## src/rtl/mux_nto1_rr.sv

```systemverilog
// mux_nto1_rr: registered N-to-1 multiplexer with per-channel valid/ready handshake.
// A channel is picked either by a fixed index or by round-robin search from a rotating pointer.
module mux_nto1_rr #(
    parameter int WIDTH = 32,
    parameter int N     = 8,
    parameter int SELW  = $clog2(N)
) (
    input  logic               clk,
    input  logic               rst,
    input  logic [N*WIDTH-1:0] in_data,
    input  logic [N-1:0]       in_valid,
    output logic [N-1:0]       in_ready,
    input  logic [SELW-1:0]    sel,
    input  logic               rr_en,
    output logic [WIDTH-1:0]   out_data,
    output logic [SELW-1:0]    out_ch,
    output logic               out_valid,
    input  logic               out_ready
);

    logic [WIDTH-1:0] out_data_q, out_data_d;
    logic [SELW-1:0]  out_ch_q, out_ch_d;
    logic             out_valid_q, out_valid_d;
    logic [SELW-1:0]  ptr_q, ptr_d;

    logic             load;
    logic             grant_valid;
    logic [SELW-1:0]  grant_idx;
    logic [SELW-1:0]  rr_cand;
    logic [WIDTH-1:0] grant_data;

    // Modulo-N increment; the pointer never leaves 0..N-1, so a single compare suffices.
    function automatic logic [SELW-1:0] wrap_inc(input logic [SELW-1:0] idx);
        return (idx == SELW'(N - 1)) ? '0 : idx + SELW'(1);
    endfunction

    assign load = !out_valid_q || out_ready;

    // NOTE: every output of a combinational block gets a default first, so no path leaves it unassigned and no latch is inferred.
    always_comb begin
        grant_valid = 1'b0;
        grant_idx   = '0;
        rr_cand     = ptr_q;
        if (rr_en) begin
            for (int k = 0; k < N; k++) begin
                if (!grant_valid && in_valid[rr_cand]) begin
                    grant_valid = 1'b1;
                    grant_idx   = rr_cand;
                end
                rr_cand = wrap_inc(rr_cand);
            end
        end else begin
            // Out-of-range sel values match no channel and therefore never grant.
            for (int i = 0; i < N; i++) begin
                if (sel == SELW'(i) && in_valid[i]) begin
                    grant_valid = 1'b1;
                    grant_idx   = SELW'(i);
                end
            end
        end
    end

    always_comb begin
        grant_data = '0;
        for (int i = 0; i < N; i++) begin
            if (grant_idx == SELW'(i)) begin
                grant_data = in_data[i*WIDTH +: WIDTH];
            end
        end
    end

    // Gated by rst so no source sees an accept while the register is being cleared.
    always_comb begin
        in_ready = '0;
        if (!rst && load && grant_valid) begin
            in_ready[grant_idx] = 1'b1;
        end
    end

    always_comb begin
        out_data_d  = out_data_q;
        out_ch_d    = out_ch_q;
        out_valid_d = out_valid_q;
        ptr_d       = ptr_q;
        if (load) begin
            if (grant_valid) begin
                out_data_d  = grant_data;
                out_ch_d    = grant_idx;
                out_valid_d = 1'b1;
                if (rr_en) begin
                    ptr_d = wrap_inc(grant_idx);
                end
            end else begin
                out_valid_d = 1'b0;
            end
        end
    end

    // NOTE: non-blocking assignments make every flop sample pre-edge values, independent of statement order.
    always_ff @(posedge clk or posedge rst) begin
        if (rst) begin
            // NOTE: the data register is reset too, so consumers see a defined zero rather than X after reset.
            out_data_q  <= '0;
            out_ch_q    <= '0;
            out_valid_q <= 1'b0;
            ptr_q       <= '0;
        end else begin
            out_data_q  <= out_data_d;
            out_ch_q    <= out_ch_d;
            out_valid_q <= out_valid_d;
            ptr_q       <= ptr_d;
        end
    end

    assign out_data  = out_data_q;
    assign out_ch    = out_ch_q;
    assign out_valid = out_valid_q;

endmodule
```

## config.mk

```make
export PLATFORM = sky130hd
export DESIGN_NAME = mux_nto1_rr
export DESIGN_NICKNAME = d
export VERILOG_FILES = /design/src/rtl/mux_nto1_rr.sv
export SDC_FILE = /design/constraint.sdc
export NUM_CORES = 1
export LEC_CHECK = 0
export ABC_AREA = 1
export BUFFER_PORTS_ARGS = -buffer_cell sky130_fd_sc_hd__buf_4
export CAP_MARGIN = 20
export CORE_MARGIN = 2
export CORE_UTILIZATION = 45
export CTS_CLUSTER_SIZE = 16
export DETAILED_ROUTE_END_ITERATION = 12
export PLACE_DENSITY_LB_ADDON = 0.2
export SLEW_MARGIN = 0
export SYNTH_ARGS = -nofsm -noshare
export SYNTH_HDL_FRONTEND = slang
export SYNTH_SLANG_ARGS = --single-unit
export TNS_END_PERCENT = 20
```

## constraint.sdc

```tcl
create_clock -name clk -period 11.13 [get_ports clk]
set_input_delay 3.339 -clock clk [delete_from_list [all_inputs] [get_ports clk]]
set_output_delay 3.339 -clock clk [all_outputs]
set_load 0.05 [all_outputs]
```

## After elaboration in Yosys (flattened, before gate mapping)

Index checks and enable logic that the tools add are counted.

- Bits in registers: 39
- Bits of input ports: 271
- Output and inout port bits: 44
- Logic and storage cells: 151

- Add/subtract/negate cells: 8
- Order comparisons: 10
- Equality and inequality tests: 21
- Mux-type cells: 76
- Reductions and logical operators: 32

Operators with widths:

| operator | count |
|---|---|
| two-way mux 32 bit | 8 |
| two-way mux 3 bit | 23 |
| equality test 3 bit (second input constant) | 15 |
| < comparator 3 x 4 -> 1 bit (second input constant) | 9 |
| two-way mux 1 bit | 35 |
| adder 3 x 1 -> 3 bit (second input constant) | 8 |
| binary-select mux 1 bit (select 3 bit) | 8 |
| logical AND 1 bit | 18 |
| equality test 3 x 2 -> 1 bit (second input constant) | 4 |
| zero test 1 bit | 9 |
| two-way mux 8 bit | 1 |
| equality test 3 x 1 -> 1 bit (second input constant) | 2 |
| zero test 3 bit | 2 |
| demux 1 bit (select 3 bit) | 1 |
| >= comparator 3 x 1 -> 1 bit (second input constant) | 1 |
| AND reduction 3 bit | 1 |
| AND reduction 2 bit | 1 |
| logical OR 1 bit | 1 |

## Logic depth before layout (Yosys ltp)

- Word-level depth: 41
- Mapped depth: 34

## Worst setup path after synthesis

OpenSTA, ideal clock, no wires.

- Path kind: input -> output
- From: input in_valid[5]
- To: output in_ready[4]
- Arrival time: 5.642 ns
- Data required time: 7.791 ns
- Slack: 2.149 ns
- Stages on the path: 19
- Buffers on the path: 2
- Cell sequence: inv_1 -> nand2_1 -> nand3_1 -> nand2_1 -> nand2_1 -> nand2_1 -> inv_1 -> nand3_2 -> nor2_1 -> nand2_1 -> nor2_1 -> nand2_1 -> nand2_1 -> o21ai_4 -> nand2_2 -> buf_4 -> buf_2 -> nand2_1 -> nor2_1

- Word-level cells in the longest chain between the ends: 37
- Elaborated cells between the ends (all ways): 69
- Classes of those cells: order compare (2); mux (50); reduce/logical (17)

Ends and longest elaborated chain:

| element | line | RTL |
|---|---|---|
| from (decl) | 11 | `input logic [N-1:0] in_valid,` |
| binary-select mux 1 bit (select 3 bit) | 46 | `if (!grant_valid && in_valid[rr_cand]) begin` |
| two-way mux 1 bit (implied by the code) | 46 |  |
| two-way mux 1 bit | 46 |  |
| two-way mux 1 bit | 44 | `if (rr_en) begin` |
| zero test 1 bit | 46 |  |
| logical AND 1 bit | 46 |  |
| two-way mux 1 bit | 46 |  |
| two-way mux 1 bit | 44 |  |
| [... 22 more ...] | - |  |
| two-way mux 3 bit | 46 |  |
| two-way mux 3 bit * | 44 |  |
| net grant_idx[2] | 28 | `logic [SELW-1:0] grant_idx;` |
| < comparator 3 x 4 -> 1 bit (implied by the code) / >= comparator 3 x 1 -> 1 bit (equally long branches) | 76 | `in_ready[grant_idx] = 1'b1;` |
| logical AND 1 bit (implied by the code) | 76 |  |
| two-way mux 1 bit (implied by the code) | 76 |  |
| demux 1 bit (select 3 bit) * | 76 |  |
| two-way mux 8 bit * | 75 | `if (!rst && load && grant_valid) begin` |
| to (decl) | 12 | `output logic [N-1:0] in_ready,` |

The timed path passes the listed nets; every way through them passes the cells marked *. The select of a mux whose other input is x is not followed.

## Worst setup path in the final report

- From: input in_valid[5]
- To: output in_ready[0]

- Word-level cells in the longest chain between the ends: 37
- Elaborated cells between the ends (all ways): 69
- Classes of those cells: order compare (2); mux (50); reduce/logical (17)

Ends and longest elaborated chain:

| element | line |
|---|---|
| binary-select mux 1 bit (select 3 bit) | 46 |
| two-way mux 1 bit (implied by the code) | 46 |
| two-way mux 1 bit | 46 |
| two-way mux 1 bit | 44 |
| zero test 1 bit | 46 |
| logical AND 1 bit | 46 |
| two-way mux 1 bit | 46 |
| two-way mux 1 bit | 44 |
| [... 21 more ...] | - |
| logical AND 1 bit | 46 |
| two-way mux 3 bit | 46 |
| two-way mux 3 bit | 44 |
| < comparator 3 x 4 -> 1 bit (implied by the code) / >= comparator 3 x 1 -> 1 bit (equally long branches) | 76 |
| logical AND 1 bit (implied by the code) | 76 |
| two-way mux 1 bit (implied by the code) | 76 |
| demux 1 bit (select 3 bit) | 76 |
| two-way mux 8 bit * | 75 |

Every way passes the cells marked *; elsewhere a longest branch is shown, timed or not. The select of a mux whose other input is x is not followed.

==> metrics <==
post-synthesis cell type with the largest combined area=sky130_fd_sc_hd__nand2_1; cell area after placement=8680 µm²; Slew Limit Fails=0; number of flip-flops and latches in the synthesized netlist=39; number of cell instances on the worst register-to-register path=27; final weighted congestion of routability-driven global placement=0.880; final non-filler cell area=8890 µm²; Initial Util=0.462; timing endpoint of the critical path=in_ready[0]; die width=123 µm; kind of capture point of the worst setup path=primary output; result of the run=completed; number of placement rows=43; primary flip-flop cell chosen by synthesis mapping=sky130_fd_sc_hd__dfrtp_1; global-route congestion overflow total=0; area taken by flip-flops and latches=976 µm²; Die Outline Area=15200 µm²; setup slack after layout=1.73 ns; signal arrival time at the worst endpoint=6.06 ns; detailed-route via count=8748; final net count=1802; number of optimization iterations in the first detailed-route pass=7; type of origin of the critical path=input pin; startpoint of the most critical register-to-register path=ptr_q[0]; clock-pin slew of the registers on the worst-case setup and hold paths=0.06 ns; share of layout cells above drive strength 1=0.236; R2R setup slack=4.78 ns; post-synth cell types=38; highest achievable clock rate=0.106 GHz; Clock Latency Late Sink=0.28 ns; I/O pin count=315; number of global-route vias before repair=8076; worst hold slack=0.481 ns; fill cell instance count of the final layout=1434; wire length per cell after detailed routing=15.4 µm; number of buffers added to fix hold violations after cts=0; DR DRC count=0; CP Class=input pin to primary output; final setup violating endpoints=0; number of buffers inserted to repair setup after CTS=0; number of DRC markers in iteration 0=640; total clock sinks=39; GRT Util Overall=0.336; reported max-cap violation count=0; shortest clock period the worst path allows after layout=9.40 ns; instance count of the mapped netlist=1274; area growth from synthesis to final layout=38.6%; Worst-Margin Slew=1.02 ns; critical register-to-register path endpoint=out_data[21]; setup total negative slack=0 ns; unrepaired setup endpoints after global routing=no; portion of synthesized cell area occupied by the leading cell type=0.283; most area-consuming cells after synthesis=sky130_fd_sc_hd__nand2_1, sky130_fd_sc_hd__dfrtp_1, sky130_fd_sc_hd__inv_1; footprint of the multi-input gates=4190 µm²; Diodes inserted=0; antenna violations before repair=0; largest buffer count on any clock path=2; TritonCTS clock tree=built; Final Cycle Share=0.845; number of warnings issued by yosys=0; worst max-slew margin expressed relative to the limit=0.319; average cell area after synthesis=5.04 µm²; required time of the critical path=7.79 ns; count of port buffers added during placement=314; top-count cell post-synth=sky130_fd_sc_hd__nand2_1; number of synthesized flops with an enable pin=0; wire length of the first global-routing pass=40300 µm; Seq/Total Area, Yosys=0.152; pin count of the biggest net entering global routing=98; clock root cell=sky130_fd_sc_hd__clkbuf_16; crit path from=in_valid[5]; maximum fanout along the worst path=38; post-route ant nets=0; wirelength, routed=26200 µm; synthesized net count=1556; leading post-synthesis cells by instance count=sky130_fd_sc_hd__nand2_1, sky130_fd_sc_hd__inv_1, sky130_fd_sc_hd__nor2_1, sky130_fd_sc_hd__nand4_1, sky130_fd_sc_hd__nand3_1; worst slack after detailed placement=1.80 ns; post-synthesis instance area=6410 µm²; post-route clock skew=0.00525 ns; Gates resized, CTS repair=0; worst min path class=flip-flop to flip-flop; hold violation total from the final report=0; fraction of registers with async set/reset=1.00; Die Y=123 µm; CTS buffer count=5; Detailed Place HPWL=19400 µm; Core Box Area=13900 µm²; Clock H-tree levels=2; vias per inst=5.14
sequential cells by signal, summed over array words and instances, names as in the netlist:
signal     cells
out_data      32
ptr_q          3
out_valid      1
out_ch         3
worst max-delay path, cell delays in order:
cell	delay [ns]
sky130_fd_sc_hd__buf_4	0.12
sky130_fd_sc_hd__inv_1	0.10
sky130_fd_sc_hd__nand2_1	0.08
sky130_fd_sc_hd__nand2_1	0.13
sky130_fd_sc_hd__nand2_1	0.07
sky130_fd_sc_hd__nand3_1	0.12
sky130_fd_sc_hd__nand2_2	0.10
sky130_fd_sc_hd__nor2_4	0.13
sky130_fd_sc_hd__nand3_1	0.11
sky130_fd_sc_hd__nor2_1	0.15
sky130_fd_sc_hd__nand4_1	0.19
sky130_fd_sc_hd__nand2_1	0.16
sky130_fd_sc_hd__o21ai_4	0.06
sky130_fd_sc_hd__nand2_2	0.59
sky130_fd_sc_hd__inv_2	0.21
sky130_fd_sc_hd__nand2_1	0.14
sky130_fd_sc_hd__nor2_1	0.06
sky130_fd_sc_hd__buf_4	0.19
per-layer routing:
layer | track usage | up-vias | share of wire
met5 | 0 | - | 0
met2 | 0.587 | 375 | 0.49
li1 | - | 4440 | -
met4 | 0.122 | 0 | 0.041
met3 | 0.0701 | 58 | 0.079
met1 | 0.404 | 3875 | 0.39
area by class of cell:
| cell class | count | share of cell area |
|---|---|---|
| multi-input cells | 921 | 0.471 |
| well taps | 180 | 0.0253 |
| clock inverters | 2 | 0.00675 |
| repair buffers | 324 | 0.276 |
| clock buffers | 6 | 0.0145 |
| flip-flops and latches | 39 | 0.110 |
| inverters | 229 | 0.0967 |
per-stage QoR:
step,utilization,std cells
4_1_cts,0.639,1700
2_1_floorplan,-,1274
5_1_grt,0.641,1701
6_report,0.641,1701
3_5_place_dp,0.625,1692
3_3_place_gp,0.625,1692
cell families after synthesis:
| logic type | count (synthesis) | synth area share |
|---|---|---|
| simple gates | 816 | 0.546 |
| xor+xnor | 2 | 0.00390 |
| compound gates | 91 | 0.0774 |
| buf+inv | 314 | 0.197 |
| fa+ha+maj | 11 | 0.0215 |
| mux | 1 | 0.00156 |
| flops | 39 | 0.152 |
cells in the final DEF, fill, tap and decap left out, types with 2 or more instances in the layout:
cell type                   netlist  routed
sky130_fd_sc_hd__inv_2           12      13
sky130_fd_sc_hd__o21ai_0         37      37
sky130_fd_sc_hd__clkbuf_16        0       5
sky130_fd_sc_hd__nand2_4          2       3
sky130_fd_sc_hd__o22ai_1          2       2
sky130_fd_sc_hd__nand2_1        483     482
sky130_fd_sc_hd__nand3_2          1       2
sky130_fd_sc_hd__nor3_1           5       5
sky130_fd_sc_hd__o21ai_1          4       4
sky130_fd_sc_hd__ha_2             0       2
sky130_fd_sc_hd__a21oi_1         36      36
sky130_fd_sc_hd__ha_1            11       9
sky130_fd_sc_hd__dfrtp_1         39      39
sky130_fd_sc_hd__inv_1          216     215
sky130_fd_sc_hd__nand3_1         99      98
sky130_fd_sc_hd__buf_4           10     323
sky130_fd_sc_hd__bufinv_16        0       2
sky130_fd_sc_hd__nand4_1        100     100
sky130_fd_sc_hd__nor2_1         118     118
sky130_fd_sc_hd__nand2_2          3       3
sky130_fd_sc_hd__a31oi_1          6       6
worst min-delay path by stage:
stage | startpoint | to | depth (start not counted)
final | out_data[15] | out_data[15] | 2
after global routing | out_data[17] | out_data[17] | 2
after CTS | out_data[27] | out_data[27] | 2
after detailed placement | out_data[15] | out_data[15] | 2
after global placement | out_data[4] | out_data[4] | 2
after floorplan | ptr_q[2] | ptr_q[2] | 2
Power is not shown: default switching activity piles up to over one toggle a cycle in this logic, so the estimate is an artifact.
